File: src/rtl/rp_sd_arbiter.sv
// rp_sd_arbiter: round-robin grant of the shared SD controller to eight RPxx drives
module rp_sd_arbiter #(
    parameter int TOWIDTH = 24
) (
    input  logic         clk,
    input  logic         rst,
    input  logic         clr,
    input  logic [7:0]   rpSDREQ,
    input  logic [23:0]  rpSDOPALL,
    input  logic [167:0] rpSDLSAALL,
    input  logic         sdDONE,
    output logic [7:0]   rpSDACK,
    output logic [2:0]   arbSCAN,
    output logic [2:0]   arbSDOP,
    output logic [20:0]  arbSDLSA,
    output logic         arbSTART,
    output logic         arbBUSY,
    output logic         arbTIMEOUT
);
    typedef enum logic [1:0] {IDLE, START, BUSY, ACK} state_t;
    state_t state, nState;
    logic [2:0] ptr, nPtr, idx, nScan, nOp;
    logic [20:0] nLsa;
    logic [7:0] nAck;
    logic nStart, nBusy, nTimeout, found;
    logic [TOWIDTH-1:0] timer, nTimer;
    always_comb begin
        idx = ptr;
        found = 1'b0;
        for (int i = 0; i < 8; i++)
            if (!found && rpSDREQ[ptr + 3'(i)]) begin
                idx = ptr + 3'(i);
                found = 1'b1;
            end
    end
    // timer runs from the grant edge, so it reads all-ones on the 15th (2**TOWIDTH-1) BUSY cycle
    always_comb begin
        nState = state;
        nPtr = ptr;
        nScan = arbSCAN;
        nOp = arbSDOP;
        nLsa = arbSDLSA;
        nAck = '0;
        nStart = 1'b0;
        nBusy = arbBUSY;
        nTimeout = arbTIMEOUT;
        nTimer = timer;
        case (state)
            IDLE: if (found) begin
                nState = START;
                nScan = idx;
                nOp = rpSDOPALL[3*idx +: 3];
                nLsa = rpSDLSAALL[21*idx +: 21];
                nBusy = 1'b1;
                nStart = 1'b1;
                nTimer = '0;
            end
            START: begin
                nState = BUSY;
                nTimer = timer + 1'b1;
            end
            BUSY: begin
                nTimer = timer + 1'b1;
                if (sdDONE || &timer) begin
                    nState = ACK;
                    nAck = 8'b1 << arbSCAN;
                    nPtr = arbSCAN + 3'd1;
                    nTimeout = arbTIMEOUT | ~sdDONE;
                end
            end
            ACK: begin
                nState = IDLE;
                nBusy = 1'b0;
            end
            default: nState = IDLE;
        endcase
    end
    always_ff @(posedge clk)
        if (!rst) begin
            state <= IDLE;
            ptr <= '0;
            arbSCAN <= '0;
            arbSDOP <= '0;
            arbSDLSA <= '0;
            timer <= '0;
            rpSDACK <= '0;
            arbSTART <= 1'b0;
            arbBUSY <= 1'b0;
            arbTIMEOUT <= 1'b0;
        end else if (clr) begin
            state <= IDLE;
            ptr <= '0;
            timer <= '0;
            rpSDACK <= '0;
            arbSTART <= 1'b0;
            arbBUSY <= 1'b0;
            arbTIMEOUT <= 1'b0;
        end else begin
            state <= nState;
            ptr <= nPtr;
            arbSCAN <= nScan;
            arbSDOP <= nOp;
            arbSDLSA <= nLsa;
            timer <= nTimer;
            rpSDACK <= nAck;
            arbSTART <= nStart;
            arbBUSY <= nBusy;
            arbTIMEOUT <= nTimeout;
        end
endmodule

File: config.mk
export PLATFORM = sky130hd
export DESIGN_NAME = rp_sd_arbiter
export DESIGN_NICKNAME = d
export VERILOG_FILES = /design/src/rtl/rp_sd_arbiter.sv
export SDC_FILE = /design/constraint.sdc
export NUM_CORES = 1
export LEC_CHECK = 0
export ABC_AREA = 1
export BUFFER_PORTS_ARGS = -buffer_cell sky130_fd_sc_hd__buf_2
export CAP_MARGIN = 20
export CORE_ASPECT_RATIO = 0.5
export CORE_MARGIN = 2
export CORE_UTILIZATION = 35
export DETAILED_ROUTE_END_ITERATION = 6
export GPL_ROUTABILITY_DRIVEN = 0
export GPL_TIMING_DRIVEN = 0
export PLACE_DENSITY = 0.65
export REMOVE_ABC_BUFFERS = 1
export SYNTH_ARGS = -nofsm -noshare
export SYNTH_HDL_FRONTEND = slang
export SYNTH_SLANG_ARGS = --single-unit
File: constraint.sdc
create_clock -name clk -period 3.6 [get_ports clk]
set_input_delay 0 -clock clk [delete_from_list [all_inputs] [get_ports clk]]
set_output_delay 0 -clock clk [all_outputs]
set_load 0.01 [all_outputs]
==> metrics.csv <==
stage;metric;value;unit
clocking;CTS root buf;clkbuf_16;
yosys;syn avg cell area;5.776;um2
clocking;clock buffer count from CTS;9;
die;CORE AREA;0.01545;mm2
clocking;CTS tree;yes;
route;per-cell routed wire length;15.03;um
yosys;Post-Syn Area;0.005550;mm2
yosys;top cell type's share of synthesized area;24.82;%
yosys;Synth Instances;961;
yosys;leading post-synthesis cells by cell area;nand2_1 (25%), dfxtp_1 (24%), nand3_1 (19%);
yosys;Yosys warnings;0;
critical_path;Buf/Inv on CP;5;
yosys;area leader, netlist;nand2_1;
sta;post-layout worst setup margin;0.2643;ns
clocking;clk slew on worst S/H paths;0.06;ns
layout;layout net count;1410;
die;Initial Utilization;35.91;%
sta;Tightest Pin Transition;0.5410;ns
sta;Fmax;299.8;MHz
global_route;largest net degree at the start of global routing;64;
critical_path;CP dominant cell by count;nand2_1;
die;chip height;93.05;um
global_route;GRT overflow;0;
placement;DPL Wire Length;13940;um
die;full die area;0.01694;mm2
sta;final hold violation count;0;
sta;period utilization;92.66;%
power_and_ir_drop;P_sw;0.9364;mW
route;drt total wl;21100;um
placement;post-place setup slack;-2.259;ns
route;Iteration-0 DRC Markers;450;
power_and_ir_drop;Lkg Pwr;3.840;nW
route;DRC violations left;0;
global_route;first-pass GRT wire length;31280;um
outcome;status;finished, final reports clean;
clocking;H-tree Lvls;3;
route;DR vias;7184;
sta;fin. max-slew vios;0;
sta;unrepaired setup endpoints after global routing;no;
critical_path;slowest CP cell;dfxtp_2;
min_path;Hold WC Path Type;in2reg;
critical_path;CP top delay family;simple AND/OR/NAND/NOR gates;
sta;Setup-failing EPs final;0;
power_and_ir_drop;sequential power share;29.6;%
critical_path;Critical Path AT;3.61;ns
layout;Inserted Diodes;0;
power_and_ir_drop;Logic pwr share;34.5;%
clocking;clk buf depth;2;
critical_path;Crit Path Max Fanout;24;
yosys;Netlist cell types;40;
power_and_ir_drop;switching part of the total;34.30;%
critical_path;critical-path cell list;inv_2 -> ha_1 -> inv_2 -> nand3_1 -> nand3_1 -> nand2_2 -> nor2_4 -> nand4_2 -> nor2_8 -> nand4_4 -> buf_4 -> buf_4 -> nand2_4 -> nand2_1 -> nand2_1 -> nand2_1 -> nand2_1 -> nand2_1 -> nand3_1 -> nand2_1 -> inv_1;
die;Site Rows;32;
power_and_ir_drop;Power Internal;1.794;mW
power_and_ir_drop;Overall Power;2.730;mW
sta;clk_skew;0.008395;ns
critical_path;CP Launch Type;flop;
placement;Port-buffer cells;241;
route;Vias/cell;5.117;
route;Antenna Nets Post-Route;0;
global_route;initial antenna violation count;1;
layout;Area Growth Syn to Fin;35.53;%
yosys;sequential share of the synthesized area;24.17;%
global_route;gr usage total;23.20;%
power_and_ir_drop;Pwr Density;362.9;mW/mm2
clocking;CTS Sinks;67;
layout;fill count;1615;
yosys;Synth Register Bits;67;
critical_path;Critical Path Sink Type;flop;
flow_run;max-cap violations;0;
clocking;later-pin clock latency in the skew report;0.33;ns
route;1st-pass router iterations;5;
critical_path;WS Path Type;reg2reg;
layout;share of post-route cells with drive strength above 1;26.75;%
power_and_ir_drop;maximum vdd drop;0.0002482;V
power_and_ir_drop;Clock power frac;35.9;%
sta;Slew headroom;63.93;%
die;Die X;182.1;um
critical_path;CP required;3.88;ns
critical_path;peak per-stage delay on the critical path;0.43;ns
global_route;number of global-route vias before repair;6326;
die;number of I/O pins;242;
sta;fin crit period;3.336;ns
## cell usage in the layout (no fill, tap or decap), types with 2 or more instances in the layout
master,n
nand2_2,2
o31ai_1,2
buf_4,20
o21ai_0,18
clkbuf_16,10
inv_1,69
dfxtp_1,65
xor2_1,5
nand4_2,2
o21a_1,24
nand4_1,8
a31oi_1,2
clkinvlp_4,4
nor4_1,3
buf_2,241
nor2_2,2
nand2_1,365
a211oi_1,3
nor3_1,16
ha_1,11
nand2_4,5
nand4_4,2
clkbuf_8,2
nand2_8,4
a21oi_1,28
nand3_1,214
bufinv_16,2
buf_12,3
xnor2_1,4
nor2_1,38
inv_2,6
nand3_2,2
nor2_4,2
## state kept, by name, indices dropped and copies added (netlist names), 2 cells and up
name,cells
timer,24
arbSCAN,3
arbSDLSA,21
arbSDOP,3
rpSDACK,8
state,2
ptr,3
## synthesized netlist by cell type
master    number
clkbuf_1      15
a31o_2         1
nand2_2        3
a31oi_1        3
a21oi_2        1
buf_2         24
nor2_1        40
buf_6          6
o21a_1        24
nand3_1      215
nand3_2        1
dfxtp_1       67
o21bai_2       1
xnor2_1        4
o21bai_1       1
nor3_1        16
nand2_4        1
clkinv_1       1
a211oi_1       3
nand4_1        8
clkinv_2       1
or2_2          1
a21oi_1       28
buf_4          5
xor2_1         5
nor2_8         1
o31ai_1        2
o21ai_2        1
nand4_4        1
o21ai_0       18
nand3_4        1
nor4_1         3
inv_2          5
nor2_2         1
ha_1          11
inv_1         71
nand2_1      367
nor2_4         1
o21ai_1        1
nand4_2        2
## per-stage QoR
stage,TNS [ns],area (um2),cells,hold WS [ns],utilization [%]
5_1_grt,0,7522,1404,0.09659,48.67
2_1_floorplan,-19.43,5269,911,0.09763,-
6_report,0,7522,1404,0.08580,48.67
3_3_place_gp,-60.04,6730,1356,0.2334,43.55
3_5_place_dp,-52.96,6808,1359,0.2387,44.05
4_1_cts,0,7343,1390,0.07808,47.51
## area by class of cell
type                       count  area [um2]  share of cell area (%)
timing repair inverter         1       7.507                 0.09980
tap                          204       255.2                   3.393
clock inverter                 5       83.83                   1.114
inverter                      78       322.8                   4.291
sequential                    67        1346                   17.90
clock buffer                  11       252.7                   3.360
timing repair buffer         266        1451                   19.29
multi-input combinational    772        3802                   50.55
## final timing paths
kind	slack (ns)	to	cells past startpoint	start
max	0.26	arbSDLSA[7]	21	ptr[1]
min reg2reg	0.44	timer[4]	2	timer[4]
max reg2reg	0.26	arbSDLSA[7]	21	ptr[1]
min	0.09	arbSDLSA[9]	7	rpSDLSAALL[30]
## worst register-to-register path, stage by stage (launching register included)
cell,delay [ns]
dfxtp_2,0.43
inv_2,0.12
ha_1,0.36
inv_2,0.17
nand3_1,0.13
nand3_1,0.10
nand2_2,0.10
nor2_4,0.16
nand4_2,0.15
nor2_8,0.22
nand4_4,0.19
buf_4,0.23
buf_4,0.15
nand2_4,0.27
nand2_1,0.09
nand2_1,0.07
nand2_1,0.05
nand2_1,0.06
nand2_1,0.05
nand3_1,0.07
nand2_1,0.05
inv_1,0.06
## kinds of logic (layout without fill, tap and decap cells)
group | after synthesis | after routing | share of synthesized area, %
compound gates | 84 | 84 | 9.310
xor+xnor | 9 | 9 | 1.420
fa+ha+maj | 11 | 11 | 2.480
buf+inv | 128 | 361 | 10.37
flops | 67 | 67 | 24.17
simple gates | 662 | 668 | 52.25
## power groups by stage
stage / Sequential (mW) / Combinational (mW) / Clock, mW
2_1_floorplan: 0.840 / 0.490 / 0
3_3_place_gp: 0.822 / 0.813 / 0
3_5_place_dp: 0.824 / 0.840 / 0
4_1_cts: 0.808 / 0.884 / 1.01
5_1_grt: 0.814 / 1.04 / 1.04
6_report: 0.809 / 0.941 / 0.980
## routing by layer
layer	vias to the layer above	track usage, %	share of wire, %	wire (um)
li1	3621	-	-	-
met1	3301	29.57	45	9443
met2	231	40.74	47	9976
met3	29	4.829	6.5	1366
met4	2	4.906	1.4	299
met5	-	0	0.062	13
## timing repair
item | 4_1_cts | 5_1_grt
hold endpoints to repair | 1 | 0
hold buffers | 1 | 0
resized for setup | 15 | 9
endpoints found under the setup margin | 42 | 28
pin swaps | 1 | 5
gates cloned | 5 | 3
buffers inserted | 9 | 11
Note: power is estimated with default switching activity, not from simulation.
